===== src/rtl/m1_state_regfile_mc_if.sv =====
// Bundle between the SHA-2 round datapath and the multi-channel working-state register file.
// Carries load/round/abort requests, the registered read port and the digest/error pulses.
// Only load uses a handshake (load_ready); rounds and aborts are fire-and-forget.
interface m1_state_regfile_mc_if #(
    parameter int WORD_W = 32,
    parameter int NUM_CH = 2,
    parameter int ROUNDS = 64
);
    localparam int CH_W  = (NUM_CH > 1) ? $clog2(NUM_CH) : 1;
    localparam int CNT_W = $clog2(ROUNDS);

    logic                  clk_h_en;
    logic                  load_valid;
    logic [CH_W-1:0]       load_ch;
    logic [8*WORD_W-1:0]   load_data;
    logic                  load_ready;
    logic                  rnd_valid;
    logic [CH_W-1:0]       rnd_ch;
    logic [WORD_W-1:0]     rnd_a_in;
    logic [WORD_W-1:0]     rnd_e_in;
    logic                  abort_valid;
    logic [CH_W-1:0]       abort_ch;
    logic [CH_W-1:0]       rd_ch;
    logic [WORD_W-1:0]     a, b, c, d, e, f, g, h;
    logic [CNT_W-1:0]      rd_cnt;
    logic [NUM_CH-1:0]     busy;
    logic                  done_valid;
    logic [CH_W-1:0]       done_ch;
    logic [8*WORD_W-1:0]   done_data;
    logic                  rnd_err;

    modport master (
        output clk_h_en, load_valid, load_ch, load_data, rnd_valid, rnd_ch, rnd_a_in, rnd_e_in,
               abort_valid, abort_ch, rd_ch,
        input  load_ready, a, b, c, d, e, f, g, h, rd_cnt, busy, done_valid, done_ch, done_data, rnd_err
    );

    modport slave (
        input  clk_h_en, load_valid, load_ch, load_data, rnd_valid, rnd_ch, rnd_a_in, rnd_e_in,
               abort_valid, abort_ch, rd_ch,
        output load_ready, a, b, c, d, e, f, g, h, rd_cnt, busy, done_valid, done_ch, done_data, rnd_err
    );
endinterface


===== src/rtl/m1_state_regfile_mc.sv =====
// Multi-channel SHA-2 a..h working-state file with per-channel IV copy, round counter and digest feed-forward.
// Latency: read port and digest/error pulses are 1 cycle after the accepting edge (read port is write-through).
// Backpressure: load stalls via load_ready while the channel runs; clk_h_en=0 freezes everything.
module m1_state_regfile_mc #(
    parameter int WORD_W = 32,
    parameter int NUM_CH = 2,
    parameter int ROUNDS = 64
) (
    input  logic                 clk_h,
    input  logic                 rst_n,
    m1_state_regfile_mc_if.slave bus
);
    localparam int CH_W  = (NUM_CH > 1) ? $clog2(NUM_CH) : 1;
    localparam int CNT_W = $clog2(ROUNDS);
    localparam int DW    = 8 * WORD_W;

    typedef enum logic {ST_IDLE = 1'b0, ST_RUN = 1'b1} ch_state_t;

    ch_state_t         r_fsm [NUM_CH];
    logic [DW-1:0]     r_st  [NUM_CH];
    logic [DW-1:0]     r_iv  [NUM_CH];
    logic [CNT_W-1:0]  r_cnt [NUM_CH];

    ch_state_t         w_fsm_nxt [NUM_CH];
    logic [DW-1:0]     w_st_nxt  [NUM_CH];
    logic [DW-1:0]     w_iv_nxt  [NUM_CH];
    logic [CNT_W-1:0]  w_cnt_nxt [NUM_CH];

    logic [DW-1:0]     w_sel_st, w_sel_iv, w_shift, w_digest;
    logic              w_rnd_hit, w_rnd_err, w_load_ready, w_fin_any;
    logic [CH_W-1:0]   w_fin_ch;
    logic [DW-1:0]     w_rd_st;
    logic [CNT_W-1:0]  w_rd_cnt;
    logic [NUM_CH-1:0] w_busy;

    logic [DW-1:0]     r_rd_st;
    logic [CNT_W-1:0]  r_rd_cnt;
    logic              r_done_valid, r_rnd_err;
    logic [CH_W-1:0]   r_done_ch;
    logic [DW-1:0]     r_done_data;

    // Select the round channel's state/IV and build the shifted state plus its feed-forward digest.
    always_comb begin
        w_sel_st     = '0;
        w_sel_iv     = '0;
        w_rnd_hit    = 1'b0;
        w_load_ready = 1'b0;
        for (int i = 0; i < NUM_CH; i++) begin
            if (bus.rnd_ch == CH_W'(i)) begin
                w_sel_st  = r_st[i];
                w_sel_iv  = r_iv[i];
                w_rnd_hit = (r_fsm[i] == ST_RUN);
            end
            if (bus.load_ch == CH_W'(i)) begin
                w_load_ready = bus.clk_h_en & (r_fsm[i] == ST_IDLE);
            end
        end
        w_shift[0*WORD_W +: WORD_W] = bus.rnd_a_in;
        w_shift[1*WORD_W +: WORD_W] = w_sel_st[0*WORD_W +: WORD_W];
        w_shift[2*WORD_W +: WORD_W] = w_sel_st[1*WORD_W +: WORD_W];
        w_shift[3*WORD_W +: WORD_W] = w_sel_st[2*WORD_W +: WORD_W];
        w_shift[4*WORD_W +: WORD_W] = bus.rnd_e_in;
        w_shift[5*WORD_W +: WORD_W] = w_sel_st[4*WORD_W +: WORD_W];
        w_shift[6*WORD_W +: WORD_W] = w_sel_st[5*WORD_W +: WORD_W];
        w_shift[7*WORD_W +: WORD_W] = w_sel_st[6*WORD_W +: WORD_W];
        for (int j = 0; j < 8; j++) begin
            w_digest[j*WORD_W +: WORD_W] = w_shift[j*WORD_W +: WORD_W] + w_sel_iv[j*WORD_W +: WORD_W];
        end
        // Out-of-range or non-running target: the round is dropped and flagged.
        w_rnd_err = bus.clk_h_en & bus.rnd_valid & ~w_rnd_hit;
    end

    // Per-channel next state: abort beats round; load only lands on an idle channel.
    always_comb begin
        w_fin_any = 1'b0;
        w_fin_ch  = '0;
        for (int i = 0; i < NUM_CH; i++) begin
            w_fsm_nxt[i] = r_fsm[i];
            w_st_nxt[i]  = r_st[i];
            w_iv_nxt[i]  = r_iv[i];
            w_cnt_nxt[i] = r_cnt[i];
            if (bus.clk_h_en && r_fsm[i] == ST_RUN && bus.abort_valid && bus.abort_ch == CH_W'(i)) begin
                w_fsm_nxt[i] = ST_IDLE;
            end else if (bus.clk_h_en && r_fsm[i] == ST_RUN && bus.rnd_valid && bus.rnd_ch == CH_W'(i)) begin
                w_st_nxt[i] = w_shift;
                if (r_cnt[i] == CNT_W'(ROUNDS - 1)) begin
                    w_cnt_nxt[i] = '0;
                    w_fsm_nxt[i] = ST_IDLE;
                    w_fin_any    = 1'b1;
                    w_fin_ch     = CH_W'(i);
                end else begin
                    w_cnt_nxt[i] = r_cnt[i] + CNT_W'(1);
                end
            end else if (bus.clk_h_en && r_fsm[i] == ST_IDLE && bus.load_valid && bus.load_ch == CH_W'(i)) begin
                w_st_nxt[i]  = bus.load_data;
                w_iv_nxt[i]  = bus.load_data;
                w_cnt_nxt[i] = '0;
                w_fsm_nxt[i] = ST_RUN;
            end
        end
    end

    // Read-port mux taps the next-state values so a same-edge write is visible immediately.
    always_comb begin
        w_rd_st  = '0;
        w_rd_cnt = '0;
        for (int i = 0; i < NUM_CH; i++) begin
            w_busy[i] = (r_fsm[i] == ST_RUN);
            if (bus.rd_ch == CH_W'(i)) begin
                w_rd_st  = w_st_nxt[i];
                w_rd_cnt = w_cnt_nxt[i];
            end
        end
    end

    // Channel storage and FSMs; next-state already equals current state when disabled.
    always_ff @(posedge clk_h or negedge rst_n) begin
        if (!rst_n) begin
            for (int i = 0; i < NUM_CH; i++) begin
                r_fsm[i] <= ST_IDLE;
                r_st[i]  <= '0;
                r_iv[i]  <= '0;
                r_cnt[i] <= '0;
            end
        end else begin
            for (int i = 0; i < NUM_CH; i++) begin
                r_fsm[i] <= w_fsm_nxt[i];
                r_st[i]  <= w_st_nxt[i];
                r_iv[i]  <= w_iv_nxt[i];
                r_cnt[i] <= w_cnt_nxt[i];
            end
        end
    end

    // Registered read port, digest pulse (data held until next digest) and round-error pulse.
    always_ff @(posedge clk_h or negedge rst_n) begin
        if (!rst_n) begin
            r_rd_st      <= '0;
            r_rd_cnt     <= '0;
            r_done_valid <= 1'b0;
            r_done_ch    <= '0;
            r_done_data  <= '0;
            r_rnd_err    <= 1'b0;
        end else begin
            r_done_valid <= w_fin_any;
            r_rnd_err    <= w_rnd_err;
            if (w_fin_any) begin
                r_done_ch   <= w_fin_ch;
                r_done_data <= w_digest;
            end
            if (bus.clk_h_en) begin
                r_rd_st  <= w_rd_st;
                r_rd_cnt <= w_rd_cnt;
            end
        end
    end

    assign bus.load_ready = w_load_ready;
    assign bus.busy       = w_busy;
    assign bus.done_valid = r_done_valid;
    assign bus.done_ch    = r_done_ch;
    assign bus.done_data  = r_done_data;
    assign bus.rnd_err    = r_rnd_err;
    assign bus.rd_cnt     = r_rd_cnt;
    assign bus.a          = r_rd_st[0*WORD_W +: WORD_W];
    assign bus.b          = r_rd_st[1*WORD_W +: WORD_W];
    assign bus.c          = r_rd_st[2*WORD_W +: WORD_W];
    assign bus.d          = r_rd_st[3*WORD_W +: WORD_W];
    assign bus.e          = r_rd_st[4*WORD_W +: WORD_W];
    assign bus.f          = r_rd_st[5*WORD_W +: WORD_W];
    assign bus.g          = r_rd_st[6*WORD_W +: WORD_W];
    assign bus.h          = r_rd_st[7*WORD_W +: WORD_W];
endmodule


===== src/flat_wrapper.sv =====
// flat-port wrapper written by rule: the top's interface ports become plain ports
module m1_state_regfile_mc_flat 
#(
    parameter int WORD_W = 32,
    parameter int NUM_CH = 2,
    parameter int ROUNDS = 64
)
  (clk_h, rst_n, bus_clk_h_en, bus_load_valid, bus_load_ch, bus_load_data, bus_rnd_valid, bus_rnd_ch, bus_rnd_a_in, bus_rnd_e_in, bus_abort_valid, bus_abort_ch, bus_rd_ch, bus_load_ready, bus_a, bus_b, bus_c, bus_d, bus_e, bus_f, bus_g, bus_h, bus_rd_cnt, bus_busy, bus_done_valid, bus_done_ch, bus_done_data, bus_rnd_err);
  m1_state_regfile_mc_if #(.WORD_W(WORD_W), .NUM_CH(NUM_CH), .ROUNDS(ROUNDS)) bus_i ();
  input  logic clk_h;
  input  logic rst_n;
  input wire logic [$bits(bus_i.clk_h_en)-1:0] bus_clk_h_en;
  input wire logic [$bits(bus_i.load_valid)-1:0] bus_load_valid;
  input wire logic [$bits(bus_i.load_ch)-1:0] bus_load_ch;
  input wire logic [$bits(bus_i.load_data)-1:0] bus_load_data;
  input wire logic [$bits(bus_i.rnd_valid)-1:0] bus_rnd_valid;
  input wire logic [$bits(bus_i.rnd_ch)-1:0] bus_rnd_ch;
  input wire logic [$bits(bus_i.rnd_a_in)-1:0] bus_rnd_a_in;
  input wire logic [$bits(bus_i.rnd_e_in)-1:0] bus_rnd_e_in;
  input wire logic [$bits(bus_i.abort_valid)-1:0] bus_abort_valid;
  input wire logic [$bits(bus_i.abort_ch)-1:0] bus_abort_ch;
  input wire logic [$bits(bus_i.rd_ch)-1:0] bus_rd_ch;
  output wire logic [$bits(bus_i.load_ready)-1:0] bus_load_ready;
  output wire logic [$bits(bus_i.a)-1:0] bus_a;
  output wire logic [$bits(bus_i.b)-1:0] bus_b;
  output wire logic [$bits(bus_i.c)-1:0] bus_c;
  output wire logic [$bits(bus_i.d)-1:0] bus_d;
  output wire logic [$bits(bus_i.e)-1:0] bus_e;
  output wire logic [$bits(bus_i.f)-1:0] bus_f;
  output wire logic [$bits(bus_i.g)-1:0] bus_g;
  output wire logic [$bits(bus_i.h)-1:0] bus_h;
  output wire logic [$bits(bus_i.rd_cnt)-1:0] bus_rd_cnt;
  output wire logic [$bits(bus_i.busy)-1:0] bus_busy;
  output wire logic [$bits(bus_i.done_valid)-1:0] bus_done_valid;
  output wire logic [$bits(bus_i.done_ch)-1:0] bus_done_ch;
  output wire logic [$bits(bus_i.done_data)-1:0] bus_done_data;
  output wire logic [$bits(bus_i.rnd_err)-1:0] bus_rnd_err;
  assign bus_i.clk_h_en = bus_clk_h_en;
  assign bus_i.load_valid = bus_load_valid;
  assign bus_i.load_ch = bus_load_ch;
  assign bus_i.load_data = bus_load_data;
  assign bus_i.rnd_valid = bus_rnd_valid;
  assign bus_i.rnd_ch = bus_rnd_ch;
  assign bus_i.rnd_a_in = bus_rnd_a_in;
  assign bus_i.rnd_e_in = bus_rnd_e_in;
  assign bus_i.abort_valid = bus_abort_valid;
  assign bus_i.abort_ch = bus_abort_ch;
  assign bus_i.rd_ch = bus_rd_ch;
  assign bus_load_ready = bus_i.load_ready;
  assign bus_a = bus_i.a;
  assign bus_b = bus_i.b;
  assign bus_c = bus_i.c;
  assign bus_d = bus_i.d;
  assign bus_e = bus_i.e;
  assign bus_f = bus_i.f;
  assign bus_g = bus_i.g;
  assign bus_h = bus_i.h;
  assign bus_rd_cnt = bus_i.rd_cnt;
  assign bus_busy = bus_i.busy;
  assign bus_done_valid = bus_i.done_valid;
  assign bus_done_ch = bus_i.done_ch;
  assign bus_done_data = bus_i.done_data;
  assign bus_rnd_err = bus_i.rnd_err;
  m1_state_regfile_mc #(.WORD_W(WORD_W), .NUM_CH(NUM_CH), .ROUNDS(ROUNDS)) u_core (.clk_h(clk_h), .rst_n(rst_n), .bus(bus_i));
endmodule

===== config.mk =====
export PLATFORM = sky130hd
export DESIGN_NAME = m1_state_regfile_mc_flat
export DESIGN_NICKNAME = d
export VERILOG_FILES = /design/src/rtl/m1_state_regfile_mc_if.sv /design/src/rtl/m1_state_regfile_mc.sv /design/src/flat_wrapper.sv
export SDC_FILE = /design/constraint.sdc
export NUM_CORES = 2
export LEC_CHECK = 0
export CELL_PAD_IN_SITES_DETAIL_PLACEMENT = 0
export CELL_PAD_IN_SITES_GLOBAL_PLACEMENT = 1
export CORE_MARGIN = 2
export CORE_UTILIZATION = 30
export CTS_BUF_LIST = sky130_fd_sc_hd__clkbuf_8 sky130_fd_sc_hd__clkbuf_16
export DETAILED_ROUTE_END_ITERATION = 10
export PLACE_DENSITY = 0.65
export RECOVER_POWER = 100
export SYNTH_ARGS = -nofsm -noshare
export SYNTH_HDL_FRONTEND = slang
export SYNTH_SLANG_ARGS = --single-unit

===== constraint.sdc =====
create_clock -name clk_h -period 4.2 [get_ports clk_h]
set_input_delay 1.26 -clock clk_h [delete_from_list [all_inputs] [get_ports clk_h]]
set_output_delay 1.26 -clock clk_h [all_outputs]
set_load 0.01 [all_outputs]

==> flow_summary_export.csv <==
group,metric,value,unit
outcome,outcome,"complete, but fails checks",
outcome,violations,"max-capacitance violations, max-slew violations",
global_route,grt_usage,0.248,
logic_synthesis,yosysSeqAreaShare,0.493,
sta,worst_slew_pin_slew,2.66,ns
finish,seq_area,39000,µm²
floorplan,die_area,268000,µm²
clock_network,clock_tree.buffer_depth,3,
route,firstDrtPassIters,6,
clock_network,root_buffer,"clkbuf_16",
sta,fmax,243,MHz
place,dp_hpwl,261,mm
floorplan,io_pins,854,
worst_setup_path,cp_data_arrival_time,4.92,ns
floorplan,fp.dieH,518,µm
sta,post-route-min-period,4.11,ns
power,clkPwrFrac,0.228,
finish,multi_input_area,38300,µm²
worst_setup_path,crit_fanout,38,
clock_network,post_cts_buffers,0,
logic_synthesis,yosysTopAreaCell,"dfrtp_1",
sta,hold_viol_final,0,
finish,layout.nets,10452,
sta,setup_violations,0,
worst_setup_path,cp-start-kind,"primary input",
logic_synthesis,async_flop_share,1.00,
power,p_leak,48.6,nW
logic_synthesis,netlist_instances,8195,
route,vias_per_cell,5.17,
floorplan,die_w,518,µm
clock_network,cts_resized,0,
logic_synthesis,syn_area_per_cell,9.66,µm²
global_route,grt_pass1_vias,70254,
finish,final_core_util,0.405,
worst_setup_path,end_kind,"register",
logic_synthesis,ys_ff_latch,1559,
sta,final_max_slew_viol_count,1192,
power,p_int,47.6,mW
logic_synthesis,ys_warn_count,0,
route,wl_per_cell,25.2,µm
power,power_density,732,nW/µm²
sta,period_share,0.979,
power,irDropWorstVdd,0.437,mV
global_route,overflow,0,
route,num_vias,70082,
global_route,grt_max_degree,141,
clock_network,numCtsBuffers,184,
worst_setup_path,crit_required,5.01,ns
floorplan,core_region_area,263000,µm²
clock_network,h-tree-depth,4,
route,drc,0,
power,seqPwrFrac,0.287,
global_route,antenna_found_initial,74,
clock_network,clk_pin_slew_worst_paths,0.07,ns
logic_synthesis,yosysUniqueCellTypes,82,
route,wl,342,mm
place,gp_congestion,0.938,
finish,fillers,25749,
worst_setup_path,timing.rr.start,"u_core.bus.busy[0]",
power,combPwrFrac,0.485,
floorplan,fp-row-count,188,
logic_synthesis,yosys.area.top_type_share,0.493,
finish,area_growth,34.1,%
power,switching_share,0.388,
logic_synthesis,syn_nets,8783,
route,drtAntennaViolNets,0,
finish,finalNonFillerCells,13560,
job,maxCapViolCount,22,
logic_synthesis,synth-edff-count,0,
logic_synthesis,ys_top_cells_by_area,"dfrtp_1 49%, mux2_2 9.9%, nor2_1 7.1%",
logic_synthesis,netlist_area,79200,µm²
place,place_inst,13193,
clock_network,tritoncts,"yes",
clock_network,worstSkewPairLatency,0.89,ns
clock_network,hold_buffers,0,
finish,drive_above_1_share,0.215,
clock_network,cts.sinks,1559,
logic_synthesis,synth-main-ff-cell,"dfrtp_1",
worst_setup_path,worstSetupStartpoint,"bus_load_ch",
global_route,grt_pass1_wl,495,mm
place,io_buffer_count,853,
worst_setup_path,worstSetupPathType,"in -> reg",
sta,maxSlewHeadroom,-0.776,
floorplan,initial_core_util,0.302,
route,drt_iter0_markers,5808,
sta,skew,0.0668,ns
sta,rsz0062_at_grt,"false",
power,p_switching,30.2,mW
hold_path,hold_class,"in -> async",
## worst max-delay path, stage by stage
cell and delay (ns):
dlygate4sd3_1 0.55, nor2b_1 0.15, nand3_1 0.41, clkbuf_1 0.24, clkbuf_2 0.98, clkbuf_2 0.65
nor2_1 0.08, nor2_1 0.17, mux2i_1 0.18, a21oi_1 0.18
## power by group through the flow
stage	registers [mW]	clock network, mW	logic (mW)
3_3_place_gp	22.4	0	37.8
5_1_grt	22.7	18.7	40.6
6_report	22.3	17.7	37.7
4_1_cts	22.3	18.1	38.2
2_1_floorplan	21.8	0	18.8
3_5_place_dp	22.5	0	37.9
## state kept, by name (all words and copies together), names as in the netlist
name / flops
u_core.bus.done_valid: 1
u_core.r_iv: 512
u_core.bus.busy: 2
u_core.bus.done_data: 256
u_core.r_cnt: 12
u_core.r_rd_st: 256
u_core.bus.rd_cnt: 6
u_core.bus.done_ch: 1
u_core.bus.rnd_err: 1
u_core.r_st: 512
## layer usage
metal / track usage / share of wire
met5: 0 / 0.0011
met3: 0.0427 / 0.059
met2: 0.392 / 0.46
met4: 0.0944 / 0.041
met1: 0.337 / 0.44
## synth_stat cells, types with 6 or more instances
cell type / instances
a211o_1: 8
o221a_2: 6
xnor2_1: 103
a221oi_1: 7
nand4_1: 35
nor2b_1: 27
nor2_1: 1507
a31oi_1: 30
or3_1: 20
ha_1: 250
and3_1: 35
a21boi_0: 7
nand2b_1: 17
xor2_1: 115
a41oi_1: 13
mux2_2: 699
nand3_1: 65
a21o_1: 150
clkbuf_1: 334
a211oi_1: 28
o211ai_1: 26
o21bai_1: 30
and4_1: 10
or2_2: 7
inv_1: 54
nand2_1: 1073
a31o_2: 6
o2111ai_1: 7
o21ai_0: 188
o21a_1: 24
nor3b_1: 6
nor3_1: 27
buf_2: 104
a21oi_1: 589
fa_1: 8
o21ai_1: 53
o31ai_1: 22
o22ai_1: 505
dfrtp_1: 1559
and2_1: 16
mux2i_1: 278
a311oi_1: 6
buf_1: 71
## cell usage in the layout, fill, tap and decap left out, types with 85 or more instances in the layout
master and instances:
dfrtp_1 1559, dlygate4sd3_1 527, xnor2_1 103, nor2_1 1506, clkbuf_1 85, o21ai_0 201
mux2i_1 278, o22ai_1 505, clkbuf_16 185, ha_1 236, mux2_2 686, nand2_1 1073
buf_4 950, a21o_1 150, clkdlybuf4s50_1 322, a21oi_1 578, xor2_1 115
## per-stage QoR
| stage | instance area, µm² | total power, mW | hold slack (ns) | worst slack [ns] | setup TNS, ns |
|---|---|---|---|---|---|
| 2_1_floorplan | 79900 | 40.6 | 0.442 | -0.289 | -4.62 |
| 3_3_place_gp | 100000 | 60.1 | 0.453 | -0.675 | -49.69 |
| 3_5_place_dp | 100000 | 60.4 | 0.459 | -0.689 | -52.45 |
| 4_1_cts | 107000 | 78.6 | 0.328 | 0.254 | 0 |
| 5_1_grt | 106000 | 82.1 | 0.331 | 0.0161 | 0 |
| 6_report | 106000 | 77.7 | 0.330 | 0.0887 | 0 |
## worst paths after layout
check                           slack (ns)  cells past startpoint                   endpoint
worst max-delay path                  0.09                     10         u_core.r_rd_st[52]
worst min register to register        0.47                      2  u_core.bus.done_data[160]
worst min-delay path                  0.33                      1           u_core.r_iv[315]
min in group clk_h                    0.47                      2  u_core.bus.done_data[160]
max in group asynchronous             0.58                      2           u_core.r_iv[239]
worst max register to register        0.38                      9        u_core.r_rd_st[235]
## cell type report
class | instances | area share
antenna | 23 | 0.000542
inverter | 55 | 0.00201
sequential | 1559 | 0.367
clock buffer | 219 | 0.0480
multi-input combinational | 6072 | 0.361
timing repair buffer | 1992 | 0.165
clock inverter | 125 | 0.0156
tap | 3515 | 0.0414
## kinds of logic (layout without fill, tap and decap cells)
kind of cell,Yosys count,in the layout,share of synthesized area
AND/OR/NAND/NOR,2867,2867,0.144
XOR/XNOR,218,218,0.0241
buffers and inverters,564,2391,0.0284
AO/OA/AOI/OAI,1752,1752,0.134
adder cells (fa/ha/maj),258,258,0.0415
flip-flops,1559,1559,0.493
multiplexers,977,977,0.135
other,0,23,0
(Power assumes the default switching activity.)
